`src/rtl/addsub_arbiter.sv`:
```
// ============================================================================
// addsub_arbiter : round-robin arbiter sharing one add/sub unit between two
//                  requesters, with per-requester held response channels.
// Revision: 1.0
// ============================================================================
`default_nettype none

module addsub_arbiter #(
  parameter int WIDTH     = 4,
  parameter bit PRIO_INIT = 1'b0
) (
  input  logic             clk,
  input  logic             rst_n,
  input  logic             req0_valid,
  output logic             req0_ready,
  input  logic [WIDTH-1:0] req0_a,
  input  logic [WIDTH-1:0] req0_b,
  input  logic             req0_sub,
  input  logic             req1_valid,
  output logic             req1_ready,
  input  logic [WIDTH-1:0] req1_a,
  input  logic [WIDTH-1:0] req1_b,
  input  logic             req1_sub,
  output logic [WIDTH-1:0] au_a,
  output logic [WIDTH-1:0] au_b,
  output logic             au_ctrl,
  input  logic [WIDTH-1:0] au_s,
  input  logic             au_cout,
  output logic             rsp0_valid,
  input  logic             rsp0_ack,
  output logic [WIDTH-1:0] rsp0_s,
  output logic             rsp0_cout,
  output logic             rsp0_ovf,
  output logic             rsp1_valid,
  input  logic             rsp1_ack,
  output logic [WIDTH-1:0] rsp1_s,
  output logic             rsp1_cout,
  output logic             rsp1_ovf
);

  localparam int c_MSB = WIDTH - 1;

  typedef enum logic [1:0] {
    S_IDLE = 2'd0,
    S_EXEC = 2'd1,
    S_RESP = 2'd2
  } state_t;

  state_t           r_state;
  state_t           w_state_nxt;
  logic             r_prio;
  logic             r_gnt;
  logic             w_grant;
  logic             w_accept;
  logic             w_ack;
  logic             w_ovf;
  logic [WIDTH-1:0] r_au_a;
  logic [WIDTH-1:0] r_au_b;
  logic             r_au_ctrl;
  logic             r_rsp0_valid, r_rsp1_valid;
  logic [WIDTH-1:0] r_rsp0_s, r_rsp1_s;
  logic             r_rsp0_cout, r_rsp1_cout;
  logic             r_rsp0_ovf, r_rsp1_ovf;

  // Priority only matters when both requesters contend.
  assign w_grant  = (req0_valid && req1_valid) ? r_prio : req1_valid;
  assign w_accept = (r_state == S_IDLE) && (req0_valid || req1_valid);
  assign w_ack    = r_gnt ? rsp1_ack : rsp0_ack;

  // Overflow: operands (b as seen by the adder) share a sign the sum lacks.
  assign w_ovf = (r_au_a[c_MSB] == (r_au_b[c_MSB] ^ r_au_ctrl)) &&
                 (au_s[c_MSB] != r_au_a[c_MSB]);

  always_ff @(posedge clk or negedge rst_n) begin
    if (!rst_n) begin
      r_state <= S_IDLE;
    end else begin
      r_state <= w_state_nxt;
    end
  end

  always_comb begin
    w_state_nxt = r_state;
    req0_ready  = 1'b0;
    req1_ready  = 1'b0;
    case (r_state)
      S_IDLE: begin
        req0_ready = req0_valid && !w_grant;
        req1_ready = req1_valid && w_grant;
        if (w_accept) w_state_nxt = S_EXEC;
      end
      S_EXEC:  w_state_nxt = S_RESP;
      S_RESP:  if (w_ack) w_state_nxt = S_IDLE;
      default: w_state_nxt = S_IDLE;
    endcase
  end

  always_ff @(posedge clk or negedge rst_n) begin
    if (!rst_n) begin
      r_prio       <= PRIO_INIT;
      r_gnt        <= 1'b0;
      r_au_a       <= '0;
      r_au_b       <= '0;
      r_au_ctrl    <= 1'b0;
      r_rsp0_valid <= 1'b0;
      r_rsp0_s     <= '0;
      r_rsp0_cout  <= 1'b0;
      r_rsp0_ovf   <= 1'b0;
      r_rsp1_valid <= 1'b0;
      r_rsp1_s     <= '0;
      r_rsp1_cout  <= 1'b0;
      r_rsp1_ovf   <= 1'b0;
    end else begin
      if (w_accept) begin
        r_gnt     <= w_grant;
        r_au_a    <= w_grant ? req1_a   : req0_a;
        r_au_b    <= w_grant ? req1_b   : req0_b;
        r_au_ctrl <= w_grant ? req1_sub : req0_sub;
      end
      if (r_state == S_EXEC) begin
        if (r_gnt) begin
          r_rsp1_valid <= 1'b1;
          r_rsp1_s     <= au_s;
          r_rsp1_cout  <= au_cout;
          r_rsp1_ovf   <= w_ovf;
        end else begin
          r_rsp0_valid <= 1'b1;
          r_rsp0_s     <= au_s;
          r_rsp0_cout  <= au_cout;
          r_rsp0_ovf   <= w_ovf;
        end
      end
      if ((r_state == S_RESP) && w_ack) begin
        if (r_gnt) r_rsp1_valid <= 1'b0;
        else       r_rsp0_valid <= 1'b0;
        r_prio <= ~r_gnt;
      end
    end
  end

  assign au_a       = r_au_a;
  assign au_b       = r_au_b;
  assign au_ctrl    = r_au_ctrl;
  assign rsp0_valid = r_rsp0_valid;
  assign rsp0_s     = r_rsp0_s;
  assign rsp0_cout  = r_rsp0_cout;
  assign rsp0_ovf   = r_rsp0_ovf;
  assign rsp1_valid = r_rsp1_valid;
  assign rsp1_s     = r_rsp1_s;
  assign rsp1_cout  = r_rsp1_cout;
  assign rsp1_ovf   = r_rsp1_ovf;

endmodule

`default_nettype wire
```
`config.mk`:
```
export PLATFORM = sky130hd
export DESIGN_NAME = addsub_arbiter
export DESIGN_NICKNAME = d
export VERILOG_FILES = /design/src/rtl/addsub_arbiter.sv
export SDC_FILE = /design/constraint.sdc
export NUM_CORES = 1
export LEC_CHECK = 0
export ABC_AREA = 1
export CAP_MARGIN = 20
export CORE_UTILIZATION = 46
export DETAILED_ROUTE_END_ITERATION = 7
export PLACE_DENSITY_LB_ADDON = 0.08
export RECOVER_POWER = 50
export SLEW_MARGIN = 0
export SYNTH_ARGS = -nofsm -noshare
export SYNTH_HDL_FRONTEND = slang
export SYNTH_SLANG_ARGS = --single-unit
```
`constraint.sdc`:
```
create_clock -name clk -period 3.25 [get_ports clk]
set_input_delay 0.65 -clock clk [delete_from_list [all_inputs] [get_ports clk]]
set_output_delay 0.65 -clock clk [all_outputs]
set_load 0.01 [all_outputs]
```
==> impl_metrics.json <==
{
  "fin_worst_hold_slack_ps": 502,
  "internal-power_w": 0.000960,
  "final_common_cell": "sky130_fd_sc_hd__nand2_1",
  "fraction_of_the_yosys_area_taken_by_sequential_cells_pct": 49.0,
  "initial_antenna_violation_count": 0,
  "design.final.nets": 244,
  "num_rows": 19,
  "mostFrequentLayoutCells": "51 x sky130_fd_sc_hd__nand2_1, 50 x sky130_fd_sc_hd__clkdlybuf4s50_1, 27 x sky130_fd_sc_hd__dfrtp_1, 25 x sky130_fd_sc_hd__inv_1, 14 x sky130_fd_sc_hd__nand3_1",
  "seq_power_share_pct": 38.4,
  "synth.ff_latch_count": 27,
  "maxCapViolations": 0,
  "floorplan.die.height_um": 56.8,
  "postSynthCellCount": 160,
  "syn-mean-instance-area_um2": 8.63,
  "core_ar_um2": 2810,
  "grt.overflow.total": 0,
  "cts_tree": "done",
  "cts_root_cell": "sky130_fd_sc_hd__clkbuf_4",
  "hold_viol_final": 0,
  "rsz0062_at_grt": "no",
  "crit_path_start_kind": "input port",
  "yosys_warnings": 0,
  "antennaDiodeCount": 0,
  "max-clock-path-buffers": 2,
  "placedInstanceArea_um2": 1900,
  "share_of_layout_cells_above_drive_strength_1_pct": 9.81,
  "netlist_area_um2": 1380,
  "synth_top_family_by_area": "simple AND/OR/NAND/NOR gates",
  "cts-hold-fix-buffers": 0,
  "detailedPlacementHpwl_mm": 2.22,
  "power.share.clock_pct": 9.2,
  "share_comb_of_total_power_pct": 52.4,
  "pin_count": 54,
  "drc_errors": 11,
  "h-tree-depth": 1,
  "synthSimpleGateAreaFrac_pct": 30.6,
  "powerDensity_nw_per_um2": 825,
  "cp_max_fo": 11,
  "number_of_distinct_standard_cells_referenced_by_the_synthesized_netlist": 18,
  "timing.final.crit_share_pct": 88.3,
  "instances_no_fill": 245,
  "clk-insertion-delay-late_ps": 320,
  "drt-pass1-iter-count": 6,
  "initial_utilization_pct": 49.2,
  "crit_arrival_ps": 2220,
  "first_global_vias": 1250,
  "outcome": "complete, but fails checks",
  "syn_to_final_growth_pct": 37.9,
  "relative_slew_slack_pct": 5.39,
  "postCtsSetupRepairBufs": 0,
  "max_clock_freq_mhz": 349,
  "grt_start_max_net_pins": 28,
  "io_buffers": 53,
  "cp_data_required_time_ps": 2600,
  "cts.sink_count": 27,
  "grt_util_all_layers_pct": 19.9,
  "die_area_um2": 3220,
  "wl_mm": 2.87,
  "fin_tns_setup_ps": 0,
  "numPlacedInstances": 241,
  "drtIter0Drc": 48,
  "timing.critical_path.to_type": "output pin",
  "route.antenna.remaining_nets": 0,
  "fin_worst_skew_ps": 6.34,
  "stdcell_area_um2": 1900,
  "avgRoutedWirePerCell_um": 11.7,
  "tightestPinTransition_ps": 1420,
  "final.min_clock_period_ps": 2870,
  "synth_fa_ha_area_share_pct": 0,
  "failed_checks": "design-rule violations",
  "parity_gate_share_of_the_synthesized_area_counting_xor_and_xnor_cells_pct": 0,
  "vias_per_cell": 4.82,
  "swShare_pct": 38.9,
  "synth_compound_gate_area_share_pct": 9.07,
  "post_cts.resized_instances": 0,
  "cts_buffers": 3,
  "power.net_switching_w": 0.000611,
  "drv_slew": 0,
  "ir_worst_vdd_mv": 0.413,
  "hp-class": "reg -> reg",
  "muxShareOfSynthArea_pct": 0,
  "setup.worst_path.class": "in -> out",
  "grt_pass1_wl_mm": 5.09,
  "number_of_setup_violations_in_the_final_report": 0,
  "total_leakage_power_nw": 0.947,
  "clk_pin_slew_ps": 140,
  "synth_fp_nets": 189,
  "gp_routability_congestion": 0.770,
  "chipWidth_um": 56.8,
  "route.vias.total": 1182
}
flip-flops by register name, summed over array words and instances (netlist names), named ones only:
register   count
rsp1_cout      1
r_state        2
rsp1_s         4
rsp0_s         4
r_prio         1
au_b           4
au_a           4
r_gnt          1
rsp0_cout      1
rsp1_ovf       1
au_ctrl        1
rsp0_ovf       1
per-layer routing:
| layer | vias to the layer above | track usage (%) | part of all wire, % |
|---|---|---|---|
| met4 | 0 | 5.23 | 0.45 |
| met1 | 543 | 22.0 | 42 |
| met2 | 38 | 38.8 | 52 |
| met3 | 2 | 3.46 | 6.0 |
| li1 | 599 | - | - |
| met5 | - | 0 | 0 |
path summary, 6_finish.rpt:
| path | slack, ps | to | depth (start not counted) | from |
|---|---|---|---|---|
| max in group asynchronous | 1260 | rsp1_ovf$_DFFE_PN0P_ | 2 | rst_n |
| setup / recovery | 380 | req0_ready | 6 | req0_valid |
| hold reg to reg | 500 | rsp1_cout$_DFFE_PN0P_ | 2 | rsp1_cout$_DFFE_PN0P_ |
| hold / removal | 500 | rsp1_cout$_DFFE_PN0P_ | 2 | rsp1_cout$_DFFE_PN0P_ |
| setup reg to reg | 2040 | rsp0_s[0]$_DFFE_PN0P_ | 6 | r_state[1]$_DFFE_PN0P_ |
| min in group asynchronous | 1170 | rsp0_s[1]$_DFFE_PN0P_ | 2 | rst_n |
synthesized netlist by cell type:
master | instances | area share, %
sky130_fd_sc_hd__inv_2 | 3 | 0.82
sky130_fd_sc_hd__nand2_4 | 2 | 1.6
sky130_fd_sc_hd__dfrtp_1 | 27 | 49
sky130_fd_sc_hd__nor2_2 | 2 | 0.91
sky130_fd_sc_hd__nor2_1 | 5 | 1.4
sky130_fd_sc_hd__a21oi_1 | 1 | 0.36
sky130_fd_sc_hd__nand2_2 | 5 | 2.3
sky130_fd_sc_hd__o21ai_0 | 1 | 0.36
sky130_fd_sc_hd__o21ai_2 | 10 | 6.3
sky130_fd_sc_hd__nand3_1 | 14 | 5.1
sky130_fd_sc_hd__nand3b_1 | 9 | 4.9
sky130_fd_sc_hd__o21bai_2 | 1 | 0.82
sky130_fd_sc_hd__buf_6 | 4 | 3.3
sky130_fd_sc_hd__nor2_4 | 1 | 0.82
sky130_fd_sc_hd__buf_8 | 1 | 1.1
sky130_fd_sc_hd__inv_1 | 23 | 6.3
sky130_fd_sc_hd__o21ai_4 | 1 | 1.2
sky130_fd_sc_hd__nand2_1 | 50 | 14
critical path: stages:
cell	delay, ps
sky130_fd_sc_hd__clkdlybuf4s50_1	600
sky130_fd_sc_hd__nand2_4	140
sky130_fd_sc_hd__nand2_4	160
sky130_fd_sc_hd__nand3_1	80
sky130_fd_sc_hd__inv_1	60
sky130_fd_sc_hd__clkdlybuf4s50_1	520
cell type report:
| cell class | instances | area, um^2 |
|---|---|---|
| Timing Repair Buffer | 55 | 542 |
| Tap cell | 31 | 38.8 |
| Clock inverter | 1 | 5.00 |
| Sequential cell | 27 | 676 |
| Fill cell | 268 | 902 |
| Clock buffer | 3 | 22.5 |
| Multi-Input combinational cell | 102 | 522 |
| Inverter | 26 | 97.6 |
through the flow:
step	util (%)	power (W)	setup slack, ps
2_1_floorplan	-	0.00110	1500
3_3_place_gp	67.9	0.00145	420
3_5_place_dp	67.9	0.00148	377
4_1_cts	68.9	0.00163	375
5_1_grt	67.8	0.00170	305
6_report	67.8	0.00157	381
cell families after synthesis:
logic type / Yosys count
AOI/OAI and AO/OA: 14
DFF: 27
buffers and inverters: 31
and+or+nand+nor: 88
power groups by stage:
stage	logic [W]	clock network, W	registers [W]
after floorplan	0.000436	0	0.000668
after global placement	0.000847	0	0.000604
after detailed placement	0.000871	0	0.000611
after CTS	0.000874	0.000149	0.000604
after global routing	0.000915	0.000161	0.000627
final	0.000824	0.000144	0.000603
No activity file was read; power rests on OpenSTA's default activity.
==> RTL edit (same settings) <==
The 3 states of `state_t` get a one-hot encoding in 3 bits.
--- a/src/rtl/addsub_arbiter.sv
+++ b/src/rtl/addsub_arbiter.sv
@@ -42,6 +42,6 @@
 
-  typedef enum logic [1:0] {
-    S_IDLE = 2'd0,
-    S_EXEC = 2'd1,
-    S_RESP = 2'd2
+  typedef enum logic [2:0] {
+    S_IDLE = 3'b001,
+    S_EXEC = 3'b010,
+    S_RESP = 3'b100
   } state_t;
Formal check against the unedited RTL: no difference found for any inputs over 10 cycles, from zero or initial values and one cycle with rst_n low; not proved beyond that.
==> RTL edit against the original RTL <==
Non-clock buffer count is the same. Sequential cell count grew 1. Area after synthesis grew 7.4%. Synthesized cell count grew 8.1%. Design area grew 7.2%. Power grew 5.3%. Setup slack lost 0.029 ns. The run ends with max-capacitance violations, max-slew violations left. Wire length grew 15%.
==> RTL edit: results (changes against the original RTL) <==
- First-pass GRT wire length: 5270 um (was 5090 um)
- Dpl hpwl: 2610 um (was 2220 um)
- # H-tree levels: 1 (unchanged)
- Vias in the first global route: 1240 (was 1250)
- Final Slew Violations: 29 (was 0)
- Largest cells by area after synthesis: dfrtp_1, nand2_1, nand3_2 (was dfrtp_1, nand2_1, o21ai_2)
- Max-Cap Viols: 1 (was 0)
- DRT Pass-1 Iters: 4 (was 6)
- Tightest Pin Transition: 1.51 ns (was 1.42 ns)
- First DRT Iteration DRCs: 61 (was 48)
- Yosys cell types: 19 (was 18)
- Worst-path clk slew: 0.14 ns (about the same)
- WL final: 3300 um (was 2870 um)
- Synth Area in Compound Gates: 1.52% (was 9.07%)
- Static Leakage: 1.01 nW (was 0.947 nW)
- Diode count: 0 (unchanged)
- DR vias: 1267 (was 1182)
- Min-delay worst type: reg2reg (unchanged)
- Top cells by count, synth: nand2_1, dfrtp_1, inv_1 (unchanged)
- Worst Skew: 0.00884 ns (was 0.00634 ns)
- Port Buffers: 53 (unchanged)
- Clk_lat worst skew: 0.32 ns (about the same)
- Syn nets: 202 (was 189)
- Overall routing resource usage: 20.1% (was 19.9%)
- Layout cells sized above 1: 14.0% (was 9.81%)
- Nets: 259 (was 244)
- Max incr delay on CP: 0.57 ns (was 0.60 ns)
- Worst EP arrival: 2.25 ns (was 2.22 ns)
- Status: finished, violations left (unchanged)
- Max VDD drop: 306 uV (was 413 uV)
- # fillers: 294 (was 268)
- Setup Buffers After CTS: 0 (unchanged)
- Gpl congestion: 0.793 (was 0.770)
- Pin count of the biggest net entering global routing: 29 (was 28)
- Failing checks: max-capacitance violations, max-slew violations (was design-rule violations)
- Seq/Total Area, Yosys: 47.3% (was 49.0%)
==> RTL edit: worst max-delay path, delay by kind of cell <==
family,cells,cell delay [ns]
simple gates,4,0.47
buf+inv,2,1.13
==> RTL edit: cell type report <==
| type | instances | share of cell area [%] |
|---|---|---|
| Multi-Input combinational cell | 118 | 30.2 |
| Clock buffer | 4 | 1.78 |
| Tap cell | 44 | 2.70 |
| Sequential cell | 28 | 34.4 |
| Timing Repair Buffer | 55 | 26.5 |
| Inverter | 24 | 4.41 |
==> RTL edit: through the flow <==
stage | power, mW | area [sq um] | cells | worst slack (ns)
2_1_floorplan | 1.13 | 1480 | 173 | 1.40
3_5_place_dp | 1.53 | 2040 | 269 | 0.343
4_1_cts | 1.70 | 2070 | 273 | 0.342
6_report | 1.65 | 2040 | 273 | 0.352
5_1_grt | 1.79 | 2040 | 273 | 0.290
3_3_place_gp | 1.49 | 2040 | 269 | 0.422
==> RTL edit: report_power, final <==
part           leakage, nW  internal, mW  switching (mW)  total [mW]
Clock               0.0210        0.0684          0.0972       0.166
Combinational        0.652         0.417           0.442       0.859
Sequential           0.334         0.520           0.110       0.630
Total                 1.01          1.01           0.649        1.65
==> RTL edit: layer usage <==
layer  track usage, %  up-vias  part of all wire (%)
met5                0        -                     0
met4             5.78        0                   1.2
met3             3.74        4                   4.8
met2             36.9       41                    52
met1             23.7      587                    42
li1                 -      635                     -
==> RTL edit: worst paths after layout <==
check / start / slack [ns] / cells past startpoint / to
min: rsp0_s[1] / 0.49 / 2 / rsp0_s[1]
max in group asynchronous: rst_n / 1.17 / 2 / rsp0_s[0]
max: req0_valid / 0.35 / 6 / req0_ready
min reg2reg: rsp0_s[1] / 0.49 / 2 / rsp0_s[1]
min in group asynchronous: rst_n / 1.21 / 2 / r_prio
max reg2reg: r_state[2] / 1.56 / 6 / rsp0_s[0]
